`config.mk`:
```
export PLATFORM = sky130hd
export DESIGN_NAME = axi_lite_rd_arbiter
export DESIGN_NICKNAME = d
export VERILOG_FILES = /design/src/rtl/axi_lite_rd_arbiter.sv
export SDC_FILE = /design/constraint.sdc
export NUM_CORES = 1
export LEC_CHECK = 0
export CAP_MARGIN = 25
export CELL_PAD_IN_SITES_DETAIL_PLACEMENT = 0
export CELL_PAD_IN_SITES_GLOBAL_PLACEMENT = 2
export CORE_UTILIZATION = 13
export CTS_BUF_LIST = sky130_fd_sc_hd__clkbuf_8
export DETAILED_ROUTE_END_ITERATION = 7
export GPL_TIMING_DRIVEN = 0
export PLACE_DENSITY_LB_ADDON = 0.1
export SYNTH_ARGS = -nofsm -noshare
export SYNTH_HDL_FRONTEND = slang
export SYNTH_SLANG_ARGS = --single-unit
```
`constraint.sdc`:
```
create_clock -name clk -period 3.55 [get_ports clk]
set_input_delay 0.71 -clock clk [delete_from_list [all_inputs] [get_ports clk]]
set_output_delay 0.71 -clock clk [all_outputs]
set_load 0.1 [all_outputs]
```
`src/rtl/axi_lite_rd_arbiter.sv`:
```
`default_nettype none
// ============================================================================
// Module      : axi_lite_rd_arbiter
// Description : Two-master to one-slave AXI4-Lite read-channel arbiter.
//               Round-robin grant, one outstanding single-beat read at a
//               time, and a per-phase watchdog that turns a hung slave into
//               a SLVERR response to the granted master.
// Revision    : 1.0 - initial release
// ============================================================================
module axi_lite_rd_arbiter #(
  parameter int ADDR_W  = 32,
  parameter int DATA_W  = 32,
  parameter int TIMEOUT = 128
) (
  input  logic                  clk,
  input  logic                  rst,
  input  logic [2*ADDR_W-1:0]   m_araddr,
  input  logic [1:0]            m_arvalid,
  output logic [1:0]            m_arready,
  output logic [DATA_W-1:0]     m_rdata,
  output logic [1:0]            m_rresp,
  output logic [1:0]            m_rvalid,
  input  logic [1:0]            m_rready,
  output logic [ADDR_W-1:0]     s_araddr,
  output logic                  s_arvalid,
  input  logic                  s_arready,
  input  logic [DATA_W-1:0]     s_rdata,
  input  logic [1:0]            s_rresp,
  input  logic                  s_rvalid,
  output logic                  s_rready,
  output logic                  grant,
  output logic                  timeout_err
);

  localparam int WD_W = (TIMEOUT > 2) ? $clog2(TIMEOUT) : 1;
  localparam logic [WD_W-1:0] WD_LAST = WD_W'(TIMEOUT - 1);

  localparam logic [1:0] ST_IDLE = 2'd0;
  localparam logic [1:0] ST_ADDR = 2'd1;
  localparam logic [1:0] ST_DATA = 2'd2;
  localparam logic [1:0] ST_ERR  = 2'd3;

  localparam logic [1:0] RESP_SLVERR = 2'b10;

  logic [1:0]        state;
  logic              last_grant;
  logic [WD_W-1:0]   wd_cnt;

  logic              wd_expire;
  logic              ar_hs;
  logic              r_hs;
  logic [ADDR_W-1:0] sel_addr;

  assign wd_expire = (wd_cnt == WD_LAST);
  assign ar_hs     = s_arvalid && s_arready;
  assign r_hs      = s_rvalid && s_rready;
  assign sel_addr  = grant ? m_araddr[2*ADDR_W-1:ADDR_W] : m_araddr[ADDR_W-1:0];

  // Channel steering: route the granted master to the slave; everything is
  // forced low while rst is high so the slave sees valid/ready drop at once.
  always_comb begin
    m_arready = '0;
    m_rvalid  = '0;
    m_rdata   = '0;
    m_rresp   = '0;
    s_araddr  = '0;
    s_arvalid = 1'b0;
    s_rready  = 1'b0;
    if (!rst) begin
      case (state)
        ST_ADDR: begin
          // On expiry the request is accepted from the master but withheld
          // from the slave, so the slave never sees a late AR.
          s_arvalid        = m_arvalid[grant] && !wd_expire;
          s_araddr         = s_arvalid ? sel_addr : '0;
          m_arready[grant] = s_arready || wd_expire;
        end
        ST_DATA: begin
          m_rvalid[grant] = s_rvalid;
          if (s_rvalid) begin
            m_rdata = s_rdata;
            m_rresp = s_rresp;
          end
          // A beat arriving in the expiry cycle still completes normally;
          // only a missing beat lets the watchdog win.
          s_rready = m_rready[grant] && (!wd_expire || s_rvalid);
        end
        ST_ERR: begin
          m_rvalid[grant] = 1'b1;
          m_rresp         = RESP_SLVERR;
        end
        default: begin
          m_rvalid = '0;
        end
      endcase
    end
  end

  // Arbitration FSM, watchdog counter and sticky timeout flag.
  always_ff @(posedge clk) begin
    if (rst) begin
      state       <= ST_IDLE;
      grant       <= 1'b0;
      last_grant  <= 1'b1;
      wd_cnt      <= '0;
      timeout_err <= 1'b0;
    end else begin
      case (state)
        ST_IDLE: begin
          wd_cnt <= '0;
          if (|m_arvalid) begin
            grant <= (&m_arvalid) ? ~last_grant : m_arvalid[1];
            state <= ST_ADDR;
          end
        end
        ST_ADDR: begin
          if (ar_hs) begin
            wd_cnt <= '0;
            state  <= ST_DATA;
          end else if (wd_expire) begin
            wd_cnt      <= '0;
            timeout_err <= 1'b1;
            state       <= ST_ERR;
          end else begin
            wd_cnt <= wd_cnt + 1'b1;
          end
        end
        ST_DATA: begin
          if (r_hs) begin
            wd_cnt     <= '0;
            last_grant <= grant;
            state      <= ST_IDLE;
          end else if (wd_expire) begin
            wd_cnt      <= '0;
            timeout_err <= 1'b1;
            state       <= ST_ERR;
          end else begin
            wd_cnt <= wd_cnt + 1'b1;
          end
        end
        ST_ERR: begin
          if (m_rready[grant]) begin
            last_grant <= grant;
            state      <= ST_IDLE;
          end
        end
        default: begin
          state <= ST_IDLE;
        end
      endcase
    end
  end

endmodule
`default_nettype wire

```
==> flow_summary_export.csv <==
group,metric,value,unit
final_layout,fill_cells,1232,
floorplanning,dieWidth,110,um
drt,dr_wl_met2,3.91,mm
synthesis,ys_ff_latch,12,
sta,timing.final.crit_share,96.0,%
setup_path,reg2regPathDepth,5,
floorplanning,initial_utilization,13.6,%
setup_path,reg2reg_to,"wd_cnt[5]",
run_status,outcome,"completed",
sta,fin_worst_skew,0.00350,ns
final_layout,final_util,30.9,%
sta,min_period,3.41,ns
drt,vias,2162,
clock_tree,cts_hold_buf,0,
synthesis,netlist_area,1500,sq um
clock_tree,cts_root_buf,"clkbuf_8",
clock_tree,cts_sinks,12,
synthesis,synthCells,214,
worst_hold_path,hold_start,"timeout_err",
drt,wire_per_inst,14.0,um
final_layout,syn_to_final_growth,128,%
power,net-switching-power,0.000300,W
final_layout,layout-drive-gt1-share,22.7,%
worst_hold_path,hp-class,"reg -> reg",
clock_tree,insertion_delay,0.25,ns
drt,routed.top_layer,"met4",
setup_path,worstSetupEndpointType,"output port",
setup_path,rrSetupSlack,1.65,ns
clock_tree,htreeDepth,1,
final_layout,nets,510,
floorplanning,coreArea,11100,sq um
setup_path,critPathLaunchType,"primary input",
synthesis,synthTopCellsByArea,"mux2i_1 (23%), dfxtp_1 (16%), and2_1 (14%), nor2_1 (11%), ha_1 (5.0%)",
global_route,grt_pass1_vias,2073,
clock_tree,cts_tree,"built",
synthesis,synth_fp_nets,326,
floorplanning,row_count,38,
synthesis,avgSynthCellArea,7.03,sq um
global_route,gr-total-overflow,0,
power,internal_power,0.000416,W
setup_path,path_class,"in -> out",
power,seqPwrFrac,20.4,%
setup_path,rr_startpoint,"grant",
global_route,grt_util_all_layers,11.7,%
final_layout,final_common_cell,"clkdlybuf4s50_1",
sta,slew_headroom,34.2,%
setup_path,crit_fanout,8,
worst_hold_path,min_path_cells,2,
final_layout,antenna_cells,0,
sta,tightestPinTransition,0.983,ns
placed_design,dpl.hpwl,6.32,mm
synthesis,yosys.area.top_type,"mux2i_1",
global_route,antenna_found_initial,0,
job,cap_violations,0,
worst_hold_path,hold_end,"timeout_err",
sta,setup_viol,0,
drt,dr_wl_met3,812,um
floorplanning,die_h,110,um
placed_design,dpl_cell_area,3490,sq um
placed_design,numPortBuffers,179,
global_route,grt_max_degree,11,
sta,hold_violations,0,
drt,drtPass1Iterations,4,
sta,finalMaxSlewViolations,0,
synthesis,synth_top_area_share,22.6,%
clock_tree,clkTransAtPathRegs,0.06,ns
synthesis,ys_async_sr_fraction,0,%
power,p_comb_share,57.5,%
floorplanning,pin_count,180,
synthesis,synth_edf_count,0,
placed_design,gp_congestion,0.687,
power,leakage,1.37,nW
final_layout,layout_common_cells,"clkdlybuf4s50_1 (107), nor2_1 (41), mux2i_1 (34), and2_1 (34), clkbuf_4 (27)",
drt,drt-vias-per-instance,4.03,
synthesis,ys_seq_area_share,16.0,%
power,ir_worst_vdd,0.0892,mV
clock_tree,cts_made_buffers,3,
power,clkPwrFrac,22.0,%
synthesis,yosys_warnings,0,
clock_tree,clockBufferDepth,2,
floorplanning,die-area,12000,sq um
drt,drt_wl_total,7.49,mm
setup_path,critPathArrivalTime,2.70,ns
drt,drc_errors,0,
sta,rsz0062_at_grt,"no",
drt,wl_met1,2.72,mm
power,p_sw_share,41.9,%
drt,ant_nets,0,
setup_path,cp.required,2.84,ns
drt,drtIter0Drc,53,
power,powerDensity,209,nW/um^2
global_route,grt_pass1_wl,10.8,mm
synthesis,synth-main-ff-cell,"dfxtp_1",
synthesis,synth_cell_types,35,
final_layout,fin_area,3420,sq um
sta,max_freq,0.294,GHz
## sequential cells by signal (all words and copies together), names as in the netlist
| signal | cells |
|---|---|
| timeout_err | 1 |
| wd_cnt | 7 |
| grant | 1 |
| last_grant | 1 |
| state | 2 |
## worst max-delay path: stages
cell             delay [ns]
clkdlybuf4s50_1        0.49
inv_1                  0.11
nor3_4                 0.34
and2_1                 0.18
dlygate4sd2_1          0.86
## synthesized netlist by cell type (2+ instances only)
cell and number:
inv_1 7, dfxtp_1 12, nand4_1 3, nor2_1 44
buf_2 6, o21ai_1 6, inv_2 3, nor3_1 2
ha_1 6, a21oi_1 9, o211ai_1 2, o21ai_0 3
xor2_1 2, and2_1 34, nor2b_1 5, nand2_1 13
clkbuf_1 5, mux2i_1 34, o31a_1 2
## cell type report
cell class              count  area (sq um)  area share [%]
inverters                  10          37.5            1.10
flip-flops and latches     12           240            7.02
clock buffers               4          55.1            1.61
plain buffers              12          53.8            1.57
multi-input cells         180          1210            35.4
well taps                 140           175            5.12
repair buffers            179          1650            48.2
## worst max path at each step
stage,startpoint,to,slack (ns),cells past startpoint
detailed placement,s_rvalid,m_rdata[15],-0.84,6
global placement,s_rvalid,m_rdata[15],-0.77,6
CTS,s_rvalid,m_rdata[10],0.0007,6
floorplan,grant,s_araddr[10],-0.35,5
finish,s_rvalid,m_rdata[31],0.14,5
global route,rst,s_araddr[28],0.0009,7
## layer usage
layer,track usage [%],up-vias
li1,-,1090
met3,4.15,5
met1,12.3,942
met4,2.29,0
met5,0,-
met2,22.4,125
## metrics by stage
step | hold slack (ns) | setup TNS [ns] | power, W | cells | setup WS [ns]
final | 0.484 | 0 | 0.000716 | 537 | 0.143
after global routing | 0.523 | 0 | 0.000759 | 537 | 0.000898
after CTS | 0.496 | 0 | 0.000719 | 537 | 0.000685
after floorplan | 0.461 | -10.84 | 0.000394 | 214 | -0.349
after global placement | 0.465 | -45.45 | 0.000571 | 533 | -0.766
after detailed placement | 0.465 | -47.87 | 0.000571 | 533 | -0.836
## power groups by stage
stage                     registers, W  clock network [W]  logic, W
after floorplan               0.000155                  0  0.000239
after CTS                     0.000146           0.000164  0.000409
after global placement        0.000149                  0  0.000422
after global routing          0.000147           0.000173  0.000438
final                         0.000146           0.000158  0.000412
after detailed placement      0.000149                  0  0.000422
## logic make-up after synthesis
family          Yosys count  synth area share (%)
mux                      34                  22.6
fa+ha+maj                 6                  4.99
compound gates           34                  15.5
flops                    12                  16.0
simple gates            104                  33.8
xor+xnor                  2                  1.16
buf+inv                  22                  5.99
## what timing repair did
action                                  in CTS  in global routing
endpoints found under the setup margin      72                 67
setup buffers                                0                  0
pin swaps                                    0                  0
resized for setup                          270                 77
Note: power is estimated with default switching activity, not from simulation.
